**src/rtl/qracc_pkg.sv**
```systemverilog
// Shared types and constants for the QRAcc pass sequencer.
package qracc_pkg;

  localparam int QRACC_SEQ_CNT_W = 16;

  typedef enum logic [2:0] {
    SEQ_IDLE,
    SEQ_LOAD,
    SEQ_DRAIN,
    SEQ_MAC,
    SEQ_WAIT,
    SEQ_WRITE,
    SEQ_DONE
  } seq_state_t;

endpackage

```
**src/rtl/qracc_seq_addr_gen.sv**
```systemverilog
// Address accumulator: loads a base, then adds a stride on every step.
module qracc_seq_addr_gen #(
  parameter int addrWidth = 32
) (
  input  logic                 clk,
  input  logic                 nrst,
  input  logic                 load,
  input  logic                 step,
  input  logic [addrWidth-1:0] base,
  input  logic [addrWidth-1:0] stride,
  output logic [addrWidth-1:0] addr
);

  logic [addrWidth-1:0] addr_reg;

  // Wraps modulo 2^addrWidth by construction.
  always_ff @(posedge clk or negedge nrst) begin
    if (!nrst) begin
      addr_reg <= '0;
    end else if (load) begin
      addr_reg <= base;
    end else if (step) begin
      addr_reg <= addr_reg + stride;
    end
  end

  assign addr = addr_reg;

endmodule

```
**src/rtl/qracc_pass_sequencer.sv**
```systemverilog
// Sequences one QRAcc layer pass: buffer reads -> feature loader -> seq_acc MAC -> writeback.
// Define QRACC_SEQ_PERF_CNT_EN to add the perf_cycles_o / perf_stall_o counters.
module qracc_pass_sequencer
  import qracc_pkg::*;
#(
  parameter int addrWidth   = 32,
  parameter int cntWidth    = QRACC_SEQ_CNT_W,
  parameter int flAddrWidth = 32
) (
  input  logic                   clk,
  input  logic                   nrst,
  input  logic                   start_i,
  input  logic                   clear_i,
  input  logic [cntWidth-1:0]    num_pixels_i,
  input  logic [cntWidth-1:0]    num_loads_i,
  input  logic [addrWidth-1:0]   rd_base_i,
  input  logic [addrWidth-1:0]   rd_stride_i,
  input  logic [addrWidth-1:0]   wr_base_i,
  input  logic [addrWidth-1:0]   wr_stride_i,
  output logic                   buf_rd_en_o,
  output logic [addrWidth-1:0]   buf_rd_addr_o,
  output logic                   fl_wr_en_o,
  output logic [flAddrWidth-1:0] fl_addr_o,
  output logic                   mac_valid_o,
  input  logic                   mac_ready_i,
  input  logic                   mac_done_i,
  output logic                   wb_en_o,
  output logic [addrWidth-1:0]   wb_addr_o,
  input  logic                   wb_ready_i,
  output logic                   busy_o,
  output logic                   done_o,
`ifdef QRACC_SEQ_PERF_CNT_EN
  output logic [31:0]            perf_cycles_o,
  output logic [31:0]            perf_stall_o,
`endif
  output logic                   err_o
);

  seq_state_t state_reg, state_next;
  logic [cntWidth-1:0]    num_pixels_reg, num_loads_reg, load_idx_reg, pix_idx_reg;
  logic [addrWidth-1:0]   rd_stride_reg, wr_stride_reg;
  logic                   fl_wr_en_reg, busy_reg, done_reg, err_reg;
  logic [flAddrWidth-1:0] fl_addr_reg;
  logic                   start_acc, last_load, last_pixel, wb_fire;

  assign start_acc  = (state_reg == SEQ_IDLE) && start_i && !clear_i;
  assign last_load  = (load_idx_reg == num_loads_reg - cntWidth'(1));
  assign last_pixel = (pix_idx_reg == num_pixels_reg - cntWidth'(1));
  assign wb_fire    = (state_reg == SEQ_WRITE) && wb_ready_i;

  always_comb begin
    state_next = state_reg;
    case (state_reg)
      SEQ_IDLE:  if (start_i) state_next = (num_pixels_i == '0) ? SEQ_DONE : SEQ_LOAD;
      SEQ_LOAD:  if (last_load) state_next = SEQ_DRAIN;
      SEQ_DRAIN: state_next = SEQ_MAC;
      SEQ_MAC:   if (mac_ready_i) state_next = SEQ_WAIT;
      SEQ_WAIT:  if (mac_done_i) state_next = SEQ_WRITE;
      SEQ_WRITE: if (wb_ready_i) state_next = last_pixel ? SEQ_DONE : SEQ_LOAD;
      SEQ_DONE:  state_next = SEQ_IDLE;
      default:   state_next = SEQ_IDLE;
    endcase
    if (clear_i) state_next = SEQ_IDLE;
  end

  always_ff @(posedge clk or negedge nrst) begin
    if (!nrst) begin
      state_reg      <= SEQ_IDLE;
      num_pixels_reg <= '0;
      num_loads_reg  <= '0;
      load_idx_reg   <= '0;
      pix_idx_reg    <= '0;
      rd_stride_reg  <= '0;
      wr_stride_reg  <= '0;
      fl_wr_en_reg   <= 1'b0;
      fl_addr_reg    <= '0;
      busy_reg       <= 1'b0;
      done_reg       <= 1'b0;
      err_reg        <= 1'b0;
    end else begin
      state_reg <= state_next;
      if (start_acc) begin
        num_pixels_reg <= num_pixels_i;
        num_loads_reg  <= (num_loads_i == '0) ? cntWidth'(1) : num_loads_i;
        rd_stride_reg  <= rd_stride_i;
        wr_stride_reg  <= wr_stride_i;
        load_idx_reg   <= '0;
        pix_idx_reg    <= '0;
      end else begin
        if (state_reg == SEQ_LOAD) load_idx_reg <= last_load ? '0 : load_idx_reg + cntWidth'(1);
        if (wb_fire && !last_pixel) pix_idx_reg <= pix_idx_reg + cntWidth'(1);
      end
      // Buffer data arrives one cycle after the read, so the loader write trails it.
      fl_wr_en_reg <= (state_reg == SEQ_LOAD) && !clear_i;
      fl_addr_reg  <= flAddrWidth'(load_idx_reg);
      busy_reg     <= (state_next != SEQ_IDLE);
      done_reg     <= (state_reg == SEQ_DONE) && !clear_i;
      if (clear_i) err_reg <= 1'b0;
      else if (mac_done_i && state_reg != SEQ_WAIT) err_reg <= 1'b1;
      else if (start_acc) err_reg <= 1'b0;
    end
  end

  // Instance 0 walks read addresses (contiguous across pixels), instance 1 walks writebacks.
  logic [1:0]           ag_load, ag_step;
  logic [addrWidth-1:0] ag_base [2];
  logic [addrWidth-1:0] ag_stride [2];
  logic [addrWidth-1:0] ag_addr [2];

  assign ag_load      = {start_acc, start_acc};
  assign ag_step      = {wb_fire, (state_reg == SEQ_LOAD)};
  assign ag_base[0]   = rd_base_i;
  assign ag_base[1]   = wr_base_i;
  assign ag_stride[0] = rd_stride_reg;
  assign ag_stride[1] = wr_stride_reg;

  genvar gi;
  generate
    for (gi = 0; gi < 2; gi++) begin : g_addr
      qracc_seq_addr_gen #(.addrWidth(addrWidth)) u_addr_gen (
        .clk    (clk),
        .nrst   (nrst),
        .load   (ag_load[gi]),
        .step   (ag_step[gi]),
        .base   (ag_base[gi]),
        .stride (ag_stride[gi]),
        .addr   (ag_addr[gi])
      );
    end
  endgenerate

  assign buf_rd_en_o   = (state_reg == SEQ_LOAD);
  assign buf_rd_addr_o = ag_addr[0];
  assign fl_wr_en_o    = fl_wr_en_reg;
  assign fl_addr_o     = fl_addr_reg;
  assign mac_valid_o   = (state_reg == SEQ_MAC);
  assign wb_en_o       = (state_reg == SEQ_WRITE);
  assign wb_addr_o     = ag_addr[1];
  assign busy_o        = busy_reg;
  assign done_o        = done_reg;
  assign err_o         = err_reg;

`ifdef QRACC_SEQ_PERF_CNT_EN
  logic [31:0] perf_cycles_reg, perf_stall_reg;
  logic        stall_cond;

  assign stall_cond = ((state_reg == SEQ_MAC) && !mac_ready_i) || (state_reg == SEQ_WAIT) ||
                      ((state_reg == SEQ_WRITE) && !wb_ready_i);

  always_ff @(posedge clk or negedge nrst) begin
    if (!nrst) begin
      perf_cycles_reg <= '0;
      perf_stall_reg  <= '0;
    end else if (start_acc) begin
      perf_cycles_reg <= '0;
      perf_stall_reg  <= '0;
    end else begin
      if (busy_reg && perf_cycles_reg != '1) perf_cycles_reg <= perf_cycles_reg + 32'd1;
      if (stall_cond && perf_stall_reg != '1) perf_stall_reg <= perf_stall_reg + 32'd1;
    end
  end

  assign perf_cycles_o = perf_cycles_reg;
  assign perf_stall_o  = perf_stall_reg;
`endif

endmodule

```
**config.mk**
```make
export PLATFORM = sky130hd
export DESIGN_NAME = qracc_pass_sequencer
export DESIGN_NICKNAME = d
export VERILOG_FILES = /design/src/rtl/qracc_pkg.sv /design/src/rtl/qracc_seq_addr_gen.sv /design/src/rtl/qracc_pass_sequencer.sv
export SDC_FILE = /design/constraint.sdc
export NUM_CORES = 1
export LEC_CHECK = 0
export ABC_AREA = 1
export CELL_PAD_IN_SITES_DETAIL_PLACEMENT = 1
export CELL_PAD_IN_SITES_GLOBAL_PLACEMENT = 2
export CORE_MARGIN = 2
export CORE_UTILIZATION = 30
export DETAILED_ROUTE_END_ITERATION = 7
export GPL_TIMING_DRIVEN = 0
export HOLD_SLACK_MARGIN = 0.03
export PLACE_DENSITY_LB_ADDON = 0.12
export SLEW_MARGIN = 15
export SYNTH_ARGS = -nofsm -noshare
export SYNTH_HDL_FRONTEND = slang
export SYNTH_SLANG_ARGS = --single-unit
```
**constraint.sdc**
```tcl
create_clock -name clk -period 2.6 [get_ports clk]
set_input_delay 0.52 -clock clk [delete_from_list [all_inputs] [get_ports clk]]
set_output_delay 0.52 -clock clk [all_outputs]
set_load 0.02 [all_outputs]
```
==> results.yml <==
logic_synthesis:
  synth_cells: 1991
  synth_top_cell_by_area: "dfrtp_1"
  synth.area.top_cells: "dfrtp_1 (38%), nand2_1 (17%), ha_1 (5.8%), o21ai_0 (4.6%), nor2_1 (4.5%)"
  synth_enable_flop_cells: 0
  syn_area_mm2: 0.0143
  ys_warn_count: 0
  ys_ff_latch: 215
  yosys.cell_types.count: 42
  synth-main-ff-cell: "dfrtp_1"
  yosysTopAreaCellShare: 0.377
  syn_area_per_cell_um2: 7.17
  async_reset_ff_frac: 1.00
  ys_seq_area_frac: 0.377
final_layout:
  drive_gt1_frac: 0.0809
  fin_nets: 2538
  largest_register_ffs: 64
  mostFrequentLayoutCells: "nand2_1 (657), clkdlybuf4s50_1 (250), dfrtp_1 (213)"
  final_common_cell: "nand2_1"
  areaGrowthSynthToFinish_pct: 32.7
timing:
  layout_min_cycle_time_ns: 2.46
  fmax_mhz: 406
  finalHoldViolCount: 0
  fin_tns_setup_ns: 0
  skew_ns: 0.0167
  finalCritPeriodShare: 0.947
  setup_viol: 0
  finalMaxSlewViolations: 0
  worst_slew_pin_slew_ns: 0.923
  slew_headroom: 0.385
  worst_slack_ns: 0.137
hold_path:
  hp-class: "reg2reg"
global_routing:
  grt_max_degree: 97
  grt_pass1_wl_um: 87900
  met3_usage: 0.0303
  grt.total_usage: 0.227
  grt_overflow_total: 0
  grt_pass1_vias: 15413
  grt-busiest-layer: "met2"
  grtUsageMet2: 0.396
  grt_use_met1: 0.301
  antenna_found_initial: 1
placement:
  port_buffers: 253
  dpl.hpwl_um: 44800
  dp_slack_ns: -0.640
  gp_congestion: 0.870
die:
  std_cell_rows: 79
  ioPinCount: 270
  start_util: 0.305
  die_h_um: 222
  die_area_mm2: 0.0493
  chipWidth_um: 222
  core_mm2: 0.0468
drt:
  avgViaCountPerCell: 4.93
  vias: 14449
  drt-total-wl_um: 56300
  ant_nets: 0
  first_pass_iters: 5
  drt-wirelength-per-cell_um: 19.2
  drtIter0Drc: 772
  drc: 0
power:
  power_uw: 18300
  ir_drop_uv: 611
  cellPowerDensity_mw_per_mm2: 969
  leakagePower_uw: 0.00910
cts:
  clk_pin_slew_ns: 0.06
  htree_levels: 1
  root_buffer: "clkbuf_16"
  insertion_delay_ns: 0.58
  cts_buffers: 28
  clockBufferDepth: 3
  cts_tree: "built"
  clock_sinks: 215
worst_setup_path:
  cp.required_ns: 2.08
  crit_fanout: 4
  path_class: "reg2out"
  cp-start-kind: "register"
  arrival_ns: 1.94
  worst_setup_path_end_kind: "primary output"
job:
  cap_violations: 0
run_status:
  outcome: "finished, final reports clean"
## logic make-up after synthesis
kind of cell,share of synthesized area
adders and majority gates,0.0607
DFF,0.377
xor gates and xnor gates,0.0497
and+or+nand+nor,0.308
AOI/OAI and AO/OA,0.135
other,0.000263
buffers and inverters,0.0699
## routing by layer
layer | part of all wire | routed length (µm) | vias up
met1 | 0.46 | 26200 | 7057
met5 | 0 | 0 | -
li1 | - | - | 7112
met2 | 0.48 | 27000 | 225
met4 | 0.019 | 1080 | 0
met3 | 0.036 | 2050 | 55
## stage by stage
step / instances / utilization / cell area (µm²) / hold slack (ns)
floorplan: 2006 / - / 14300 / 0.224
global placement: 2866 / 0.377 / 17600 / 0.402
detailed placement: 2868 / 0.378 / 17700 / 0.411
CTS: 2922 / 0.401 / 18700 / 0.425
global route: 2930 / 0.405 / 18900 / 0.440
finish: 2931 / 0.405 / 18900 / 0.420
## synth_stat cells, types with 21 or more instances
library cell    n
a21o_1         21
a21oi_1        88
clkbuf_1       35
dfrtp_1       215
ha_1           66
inv_1         169
nand2_1       662
nand3_1       101
nor2_1        171
nor3_1         31
o21ai_0       130
o21ai_1        23
xnor2_1        23
xor2_1         58
## path summary, 6_finish.rpt
path	start	to	slack (ns)	cells after the start
max reg2reg	g_addr[0].u_addr_gen.addr[0]	g_addr[0].u_addr_gen.addr[28]	0.17	13
max	state_reg[1]	mac_valid_o	0.14	5
min	load_idx_reg[14]	fl_addr_o[14]	0.42	0
min reg2reg	load_idx_reg[14]	fl_addr_o[14]	0.42	0
max in group asynchronous	nrst	g_addr[1].u_addr_gen.addr[25]	1.27	3
min in group asynchronous	nrst	fl_addr_o[8]	0.45	2
## cell type report
type,instances,area (µm²)
flip-flops and latches,215,5380
multi-input cells,1551,8070
repair buffers,267,2710
well taps,607,759
inverters,171,642
clock inverters,8,165
fillers,5783,27800
diodes,1,2.50
plain buffers,69,383
clock buffers,42,813
## worst max-delay path, cell delays in order (launching register included)
cell and delay (ns):
dfrtp_2 0.41, inv_1 0.07, nor2_1 0.12, nand2_1 0.08, inv_1 0.08, clkdlybuf4s50_1 0.60
## what timing repair did
| item | in CTS | in global routing |
|---|---|---|
| buffers inserted | 3 | 8 |
| cloned | 0 | 0 |
| pin swaps | 3 | 3 |
| setup endpoints to repair | 78 | 161 |
| hold buffers | 1 | 0 |
| hold endpoints to repair | 52 | 0 |
| resized for setup | 22 | 57 |
## where the power goes
part / switching, µW / internal [µW] / total, µW
Sequential: 866 / 4140 / 5010
Combinational: 5670 / 3540 / 9210
Clock: 1580 / 2550 / 4130
Total: 8120 / 10200 / 18300
No activity file was read; power rests on OpenSTA's default activity.
